<file path="src/rtl/decoder2to4_hold_if.sv">
// Code link between the 4-to-2 encoder side (master) and the
// hold decoder (slave): 2-bit code + valid in, handshake, one-hot
// lines, overrun flag and per-line hit counts out.
interface decoder2to4_hold_if #(
  parameter int CNT_W = 8
);
  logic             a1;
  logic             a0;
  logic             v;
  logic             ready;
  logic             busy;
  logic             y0;
  logic             y1;
  logic             y2;
  logic             y3;
  logic             ovf;
  logic [CNT_W-1:0] hit0;
  logic [CNT_W-1:0] hit1;
  logic [CNT_W-1:0] hit2;
  logic [CNT_W-1:0] hit3;

  modport master (
    output a1, a0, v,
    input  ready, busy, y0, y1, y2, y3, ovf, hit0, hit1, hit2, hit3
  );

  modport slave (
    input  a1, a0, v,
    output ready, busy, y0, y1, y2, y3, ovf, hit0, hit1, hit2, hit3
  );
endinterface

</file>
<file path="src/rtl/decoder2to4_hold.sv">
// Registered 2-to-4 decoder with hold timer. An accepted code drives
// its one-hot line for HOLD_CYCLES cycles; a different code arriving
// during the hold sets a sticky overrun flag and is dropped.
// Optional macro DECODER2TO4_HIT_COUNT_EN builds saturating per-line
// accept counters; without it the hit ports are tied to zero.
module decoder2to4_hold #(
  parameter int HOLD_CYCLES = 4,
  parameter int CNT_W       = 8
) (
  input  logic              clk,
  input  logic              rst,
  decoder2to4_hold_if.slave bus
);
  localparam int TW = 8;  // HOLD_CYCLES tops out at 255

  typedef enum logic {IDLE, HOLD} state_t;

  state_t        state_q, state_d;
  logic [1:0]    code_q, code_d;
  logic [TW-1:0] timer_q, timer_d;
  logic          ovf_q, ovf_d;
  logic [1:0]    code_in;
  logic          accept;
  logic [3:0]    y_oh;

  assign code_in = {bus.a1, bus.a0};

  // Next-state: accept in IDLE, count down in HOLD, flag conflicts.
  always_comb begin
    state_d = state_q;
    code_d  = code_q;
    timer_d = timer_q;
    ovf_d   = ovf_q;
    accept  = 1'b0;
    case (state_q)
      IDLE: begin
        if (bus.v) begin
          accept  = 1'b1;
          code_d  = code_in;
          timer_d = TW'(HOLD_CYCLES - 1);
          state_d = HOLD;
        end
      end
      HOLD: begin
        // Same code repeated is expected: the encoder holds it steady.
        if (bus.v && (code_in != code_q)) ovf_d = 1'b1;
        if (timer_q == '0) state_d = IDLE;
        else               timer_d = timer_q - 1'b1;
      end
      default: state_d = IDLE;
    endcase
  end

  // State registers; reset wins over any same-edge valid.
  always_ff @(posedge clk) begin
    if (rst) begin
      state_q <= IDLE;
      code_q  <= 2'b00;
      timer_q <= '0;
      ovf_q   <= 1'b0;
    end else begin
      state_q <= state_d;
      code_q  <= code_d;
      timer_q <= timer_d;
      ovf_q   <= ovf_d;
    end
  end

  // Outputs come only from flops, never straight from inputs.
  assign y_oh      = (state_q == HOLD) ? (4'b0001 << code_q) : 4'b0000;
  assign bus.ready = (state_q == IDLE);
  assign bus.busy  = (state_q == HOLD);
  assign bus.y0    = y_oh[0];
  assign bus.y1    = y_oh[1];
  assign bus.y2    = y_oh[2];
  assign bus.y3    = y_oh[3];
  assign bus.ovf   = ovf_q;

`ifdef DECODER2TO4_HIT_COUNT_EN
  logic [3:0][CNT_W-1:0] hit_q;

  for (genvar g = 0; g < 4; g++) begin : g_hit
    // Saturating accept counter for line g.
    always_ff @(posedge clk) begin
      if (rst)
        hit_q[g] <= '0;
      else if (accept && (code_in == 2'(g)) && (hit_q[g] != '1))
        hit_q[g] <= hit_q[g] + 1'b1;
    end
  end

  assign bus.hit0 = hit_q[0];
  assign bus.hit1 = hit_q[1];
  assign bus.hit2 = hit_q[2];
  assign bus.hit3 = hit_q[3];
`else
  logic unused_accept;
  assign unused_accept = accept;
  assign bus.hit0 = '0;
  assign bus.hit1 = '0;
  assign bus.hit2 = '0;
  assign bus.hit3 = '0;
`endif
endmodule

</file>
<file path="src/flat_wrapper.sv">
// flat-port wrapper written by rule: the top's interface ports become plain ports
module decoder2to4_hold_flat 
#(
  parameter int HOLD_CYCLES = 4,
  parameter int CNT_W       = 8
)
  (clk, rst, bus_a1, bus_a0, bus_v, bus_ready, bus_busy, bus_y0, bus_y1, bus_y2, bus_y3, bus_ovf, bus_hit0, bus_hit1, bus_hit2, bus_hit3);
  decoder2to4_hold_if #(.CNT_W(CNT_W)) bus_i ();
  input  logic clk;
  input  logic rst;
  input wire logic [$bits(bus_i.a1)-1:0] bus_a1;
  input wire logic [$bits(bus_i.a0)-1:0] bus_a0;
  input wire logic [$bits(bus_i.v)-1:0] bus_v;
  output wire logic [$bits(bus_i.ready)-1:0] bus_ready;
  output wire logic [$bits(bus_i.busy)-1:0] bus_busy;
  output wire logic [$bits(bus_i.y0)-1:0] bus_y0;
  output wire logic [$bits(bus_i.y1)-1:0] bus_y1;
  output wire logic [$bits(bus_i.y2)-1:0] bus_y2;
  output wire logic [$bits(bus_i.y3)-1:0] bus_y3;
  output wire logic [$bits(bus_i.ovf)-1:0] bus_ovf;
  output wire logic [$bits(bus_i.hit0)-1:0] bus_hit0;
  output wire logic [$bits(bus_i.hit1)-1:0] bus_hit1;
  output wire logic [$bits(bus_i.hit2)-1:0] bus_hit2;
  output wire logic [$bits(bus_i.hit3)-1:0] bus_hit3;
  assign bus_i.a1 = bus_a1;
  assign bus_i.a0 = bus_a0;
  assign bus_i.v = bus_v;
  assign bus_ready = bus_i.ready;
  assign bus_busy = bus_i.busy;
  assign bus_y0 = bus_i.y0;
  assign bus_y1 = bus_i.y1;
  assign bus_y2 = bus_i.y2;
  assign bus_y3 = bus_i.y3;
  assign bus_ovf = bus_i.ovf;
  assign bus_hit0 = bus_i.hit0;
  assign bus_hit1 = bus_i.hit1;
  assign bus_hit2 = bus_i.hit2;
  assign bus_hit3 = bus_i.hit3;
  decoder2to4_hold #(.HOLD_CYCLES(HOLD_CYCLES), .CNT_W(CNT_W)) u_core (.clk(clk), .rst(rst), .bus(bus_i));
endmodule
</file>
<file path="config.mk">
export PLATFORM = sky130hd
export DESIGN_NAME = decoder2to4_hold_flat
export DESIGN_NICKNAME = d
export VERILOG_FILES = /design/src/rtl/decoder2to4_hold_if.sv /design/src/rtl/decoder2to4_hold.sv /design/src/flat_wrapper.sv
export SDC_FILE = /design/constraint.sdc
export NUM_CORES = 1
export LEC_CHECK = 0
export ABC_AREA = 1
export CAP_MARGIN = 20
export CORE_MARGIN = 2
export CORE_UTILIZATION = 36
export CTS_CLUSTER_SIZE = 40
export DETAILED_ROUTE_END_ITERATION = 12
export PLACE_DENSITY_LB_ADDON = 0.05
export SLEW_MARGIN = 20
export SYNTH_ARGS = -nofsm -noshare
export SYNTH_HDL_FRONTEND = slang
export SYNTH_SLANG_ARGS = --single-unit
</file>
<file path="constraint.sdc">
create_clock -name clk -period 1.3 [get_ports clk]
set_clock_uncertainty 0.15 [all_clocks]
set_input_delay 0.26 -clock clk [delete_from_list [all_inputs] [get_ports clk]]
set_output_delay 0.26 -clock clk [all_outputs]
set_load 0.02 [all_outputs]
</file>
# After elaboration in Yosys (flattened, before gate mapping)
# Index checks and enable logic that the tools add are counted.
[totals]
reg_bits = 12
in_bits = 5
wordCells = 22
out_inout_bits = 39
[op_classes]
shift = 1
n_eq_ne = 3
bitwise_logic = 1
n_mux = 7
reduce_logical = 5
n_addsub = 1
[op_table]
columns = ["op", "count"]
rows = [
  ["$mux W8", 2],
  ["$pmux W8 S2", 1],
  ["$logic_not A8 Y1", 1],
  ["$sub A8 B1 Y8 const B", 1],
  ["$reduce_and A2 Y1", 3],
  ["$mux W4", 1],
  ["$ne A2 B2 Y1 const B", 2],
  ["$shl A1 B2 Y4 const A", 1],
  ["$mux W1", 2],
  ["$ne A2 B2 Y1", 1],
  ["$pmux W1 S2", 1],
  ["$logic_and A1 B1 Y1", 1],
  ["$not A1 Y1", 1],
]

# Logic depth before layout (Yosys ltp)
[logic_depth]
depth_word = 3
mapped_depth = 8
mapped_depth_nobuf = 8

# Worst setup path after synthesis
# OpenSTA, ideal clock, no wires.
[synth_path]
path_kind = "register to output"
from = "reg u_core.state_q (netlist: u_core.bus.busy)"
to = "out bus_y0"
required_time_ps = 890
setup_slack_ps = -294
arrival_time_ps = 1184
n_path_buf = 0
stages_incl_launch_ff = 3
path_cell_list = "dfxtp_1 > inv_2 > nor3_1"
[synth_between]
elab_chain_len = 1
[synth_rtl]
columns = ["element", "line", "text"]
rows = [
  ["start, declared", "decoder2to4_hold.sv:18", "state_t state_q, state_d;"],
  ["start signal, assigned", "decoder2to4_hold.sv:62", "state_q <= state_d;"],
  ["$mux W4", "decoder2to4_hold.sv:70", "assign y_oh = (state_q == HOLD) ? (4'b0001 << code_q) : 4'b0000;"],
  ["end, declared", "flat_wrapper.sv:16", "output wire logic [$bits(bus_i.y0)-1:0] bus_y0;"],
]
# Every way passes these cells.

# Worst setup path in the final report
[layout_path]
from = "reg u_core.state_q (netlist: u_core.bus.busy)"
to = "out bus_y2"
[layout_between]
elab_chain_len = 1
[layout_rtl]
columns = ["element", "line", "text"]
rows = [
  ["$mux W4", "decoder2to4_hold.sv:70", ""],
  ["end, declared", "flat_wrapper.sv:18", "output wire logic [$bits(bus_i.y2)-1:0] bus_y2;"],
]
# Every way passes these cells.

==> impl_metrics.csv <==
group,metric,value,unit
sta,clock.fmax,688.4,MHz
yosys,synth_top_cells_by_count,"buf_4 (32), dfxtp_1 (12), nand2_1 (12), a21oi_1 (10), nor2_1 (10)",
power_and_ir_drop,p_leak,0.5934,nW
run,maxCapViolCount,0,
place,hpwl,1458,µm
die,fp.dieH,53.43,µm
yosys,yosysTopAreaCellShare,0.2731,
grt,grt_busiest_layer,"met2",
clock_tree,cts_tree,"built",
critical_path,slowest_delay,390,ps
yosys,yosys.area.top_type,"dfxtp_1",
yosys,synth_area_per_cell,7.392,µm²
critical_path,rrSetupSlack,-110,ps
layout,stdcell_count,185,
yosys,yosysWarnings,0,
yosys,netlist-cell-type-count,20,
yosys,yosysMostFrequentCell,"buf_4",
clock_tree,cts-hold-fix-buffers,0,
sta,setup_violations,13,
yosys,synth_flop_cell,"dfxtp_1",
critical_path,reg2regPathDepth,7,
grt,gr-total-overflow,0,
critical_path,rr_startpoint,"u_core.timer_q[2]",
layout,n_antenna_cell,0,
critical_path,r2r_end,"u_core.timer_q[0]",
yosys,ys_async_sr_fraction,0,
layout,drive_above_1_share,0.5287,
power_and_ir_drop,power_density,1140,nW/µm²
place,dp.cells,178,
sta,drv_slew,0,
die,die_area,2855,µm²
clock_tree,clkTransAtPathRegs,80,ps
power_and_ir_drop,ir_drop,660.3,µV
routing,drt-initial-drc-count,6,
grt,grt_pass1_wl,3111,µm
layout,final_nets,166,
layout,area_delta_synth_final,47.80,%
routing,ant_nets,0,
routing,drtPass1Iterations,4,
place,place_area,1100,µm²
sta,min_period_over_period,1.117,
die,core-area,2255,µm²
sta,period_needed,1453,ps
critical_path,worst-setup-path-type,"reg -> out",
clock_tree,clock_path_buffers,2,
layout,multi_input_area,626.9,µm²
layout,fillCellCount,243,
critical_path,crit_arrival,1040,ps
critical_path,start_kind,"register",
min_path,min_path_type,"reg -> reg",
yosys,synth_area,879.6,µm²
critical_path,worstPathRequired,890,ps
yosys,yosysSeqAreaShare,0.2731,
routing,vias,792,
routing,finalWirelength,2004,µm
place,dp_slack,-364.7,ps
place,gp_congestion,0.7219,
min_path,hold_start,"u_core.bus.ovf",
clock_tree,numCtsBuffers,3,
yosys,postSynthCellCount,119,
grt,met1_usage,0.1480,
critical_path,worstPathCellList,"inv_8 -> nor3_2 -> buf_4",
sta,tns,-947.9,ps
run_status,violations,"negative setup slack",
yosys,ys_ff_latch,12,
layout,design_area,1300,µm²
layout,seq_area,255.2,µm²
place,port-buffer-count,11,
clock_tree,cts_sinks,12,
min_path,min_to,"u_core.bus.ovf",
clock_tree,htreeDepth,1,
critical_path,cp-end-kind,"primary output",
clock_tree,clkLatencyLatePin,280,ps
die,start_util,0.3901,
routing,drc,0,
sta,setup_ws,-152.7,ps
critical_path,critPathSlowestCell,"dfxtp_4",
grt,antenna_found_initial,0,
routing,via_per_inst,4.281,
clock_tree,clock-root-buffer,"clkbuf_4",
die,die_x,53.43,µm
min_path,min_delay_path_depth,2,
sta,rsz0062_at_grt,"true",
grt,grt_pass1_vias,754,
grt,grt_max_degree,9,
die,pin_count,44,
die,num_rows,17,
grt,use_met2,0.2881,
sta,finalHoldViolCount,0,
yosys,yosys-top-cells-area,"dfxtp_1 (27%), buf_4 (27%), a21oi_1 (5.7%), nand2_1 (5.1%), nand3_1 (4.6%)",
grt,grt.total_usage,0.1549,
grt,grt_use_met3,0.05932,
critical_path,crit_fanout,6,
yosys,synth_edf_count,0,
run_status,status,"finished with violations",
routing,routedWlPerCell,10.83,µm
-- kinds of logic after synthesis --
kind of cell    count (synthesis)  synth area share
simple gates                   44            0.2532
buf+inv                        42            0.3158
compound gates                 16            0.1053
flops                          12            0.2731
xor+xnor                        2           0.01992
fa+ha+maj                       2           0.02844
other cells                     1          0.004263
-- layer usage --
layer,up-vias,wire [µm]
met5,-,0
met4,0,13
met3,2,137
met2,26,1097
met1,367,756
li1,397,-
-- critical path, delay by kind of cell (launching register included) --
kind,cells,cell delay [ps]
DFF,1,390
buffers and inverters,2,210
and+or+nand+nor,1,160
-- area by class of cell --
cell class / instances / share of cell area
multi-input combinational: 96 / 0.4822
timing repair buffer: 36 / 0.2406
sequential: 12 / 0.1963
inverter: 10 / 0.03657
tap: 28 / 0.02695
clock buffer: 3 / 0.01732
-- placed cells by master (no fill, tap or decap), types with 2 or more instances in the layout --
| cell type | n |
|---|---|
| clkdlybuf4s50_1 | 4 |
| nor3_2 | 6 |
| inv_1 | 4 |
| inv_2 | 4 |
| a21oi_1 | 3 |
| nor2_1 | 7 |
| nand2_1 | 10 |
| o21ai_1 | 2 |
| a21oi_2 | 7 |
| dfxtp_1 | 4 |
| nand3_2 | 6 |
| buf_6 | 6 |
| clkbuf_4 | 3 |
| dfxtp_2 | 6 |
| nand3_1 | 2 |
| conb_1 | 32 |
| nor2_4 | 5 |
| xnor2_1 | 2 |
| buf_4 | 24 |
| dfxtp_4 | 2 |
| nand2_4 | 3 |
| nor2_2 | 2 |
-- where the power goes --
group	internal, mW	switching, mW
combinational	0.333	0.449
sequential	0.416	0.0466
clock	0.107	0.131
total	0.856	0.626
-- worst max path at each step --
stage | start | endpoint | slack [ps]
after CTS | u_core.code_q[0] | bus_y3 | -150
after global placement | u_core.code_q[1] | bus_y3 | -350
after global routing | u_core.bus.busy | bus_y2 | -200
after floorplan | u_core.bus.busy | u_core.timer_q[3] | 6
after detailed placement | u_core.code_q[1] | bus_y3 | -360
final | u_core.bus.busy | bus_y2 | -150
-- sequential cells by signal (all words and copies together) (netlist names) --
name	flops
u_core.bus.busy	1
u_core.code_q	2
u_core.bus.ovf	1
u_core.timer_q	8
-- repair_timing --
item / in CTS / in global routing
buffers inserted: 1 / 3
resized for setup: 61 / 27
pin swaps: 11 / 9
endpoints found under the setup margin: 16 / 18
-- through the flow --
step                total power [mW]    util  hold WS [ps]
finish                         1.482  0.5766         327.0
global route                   1.583  0.5766         362.6
CTS                            1.388  0.5311         345.7
detailed placement             1.053  0.4878         326.9
global placement               1.047  0.4878         309.3
floorplan                     0.8982       -         175.0
Note: power is estimated with default switching activity, not from simulation.
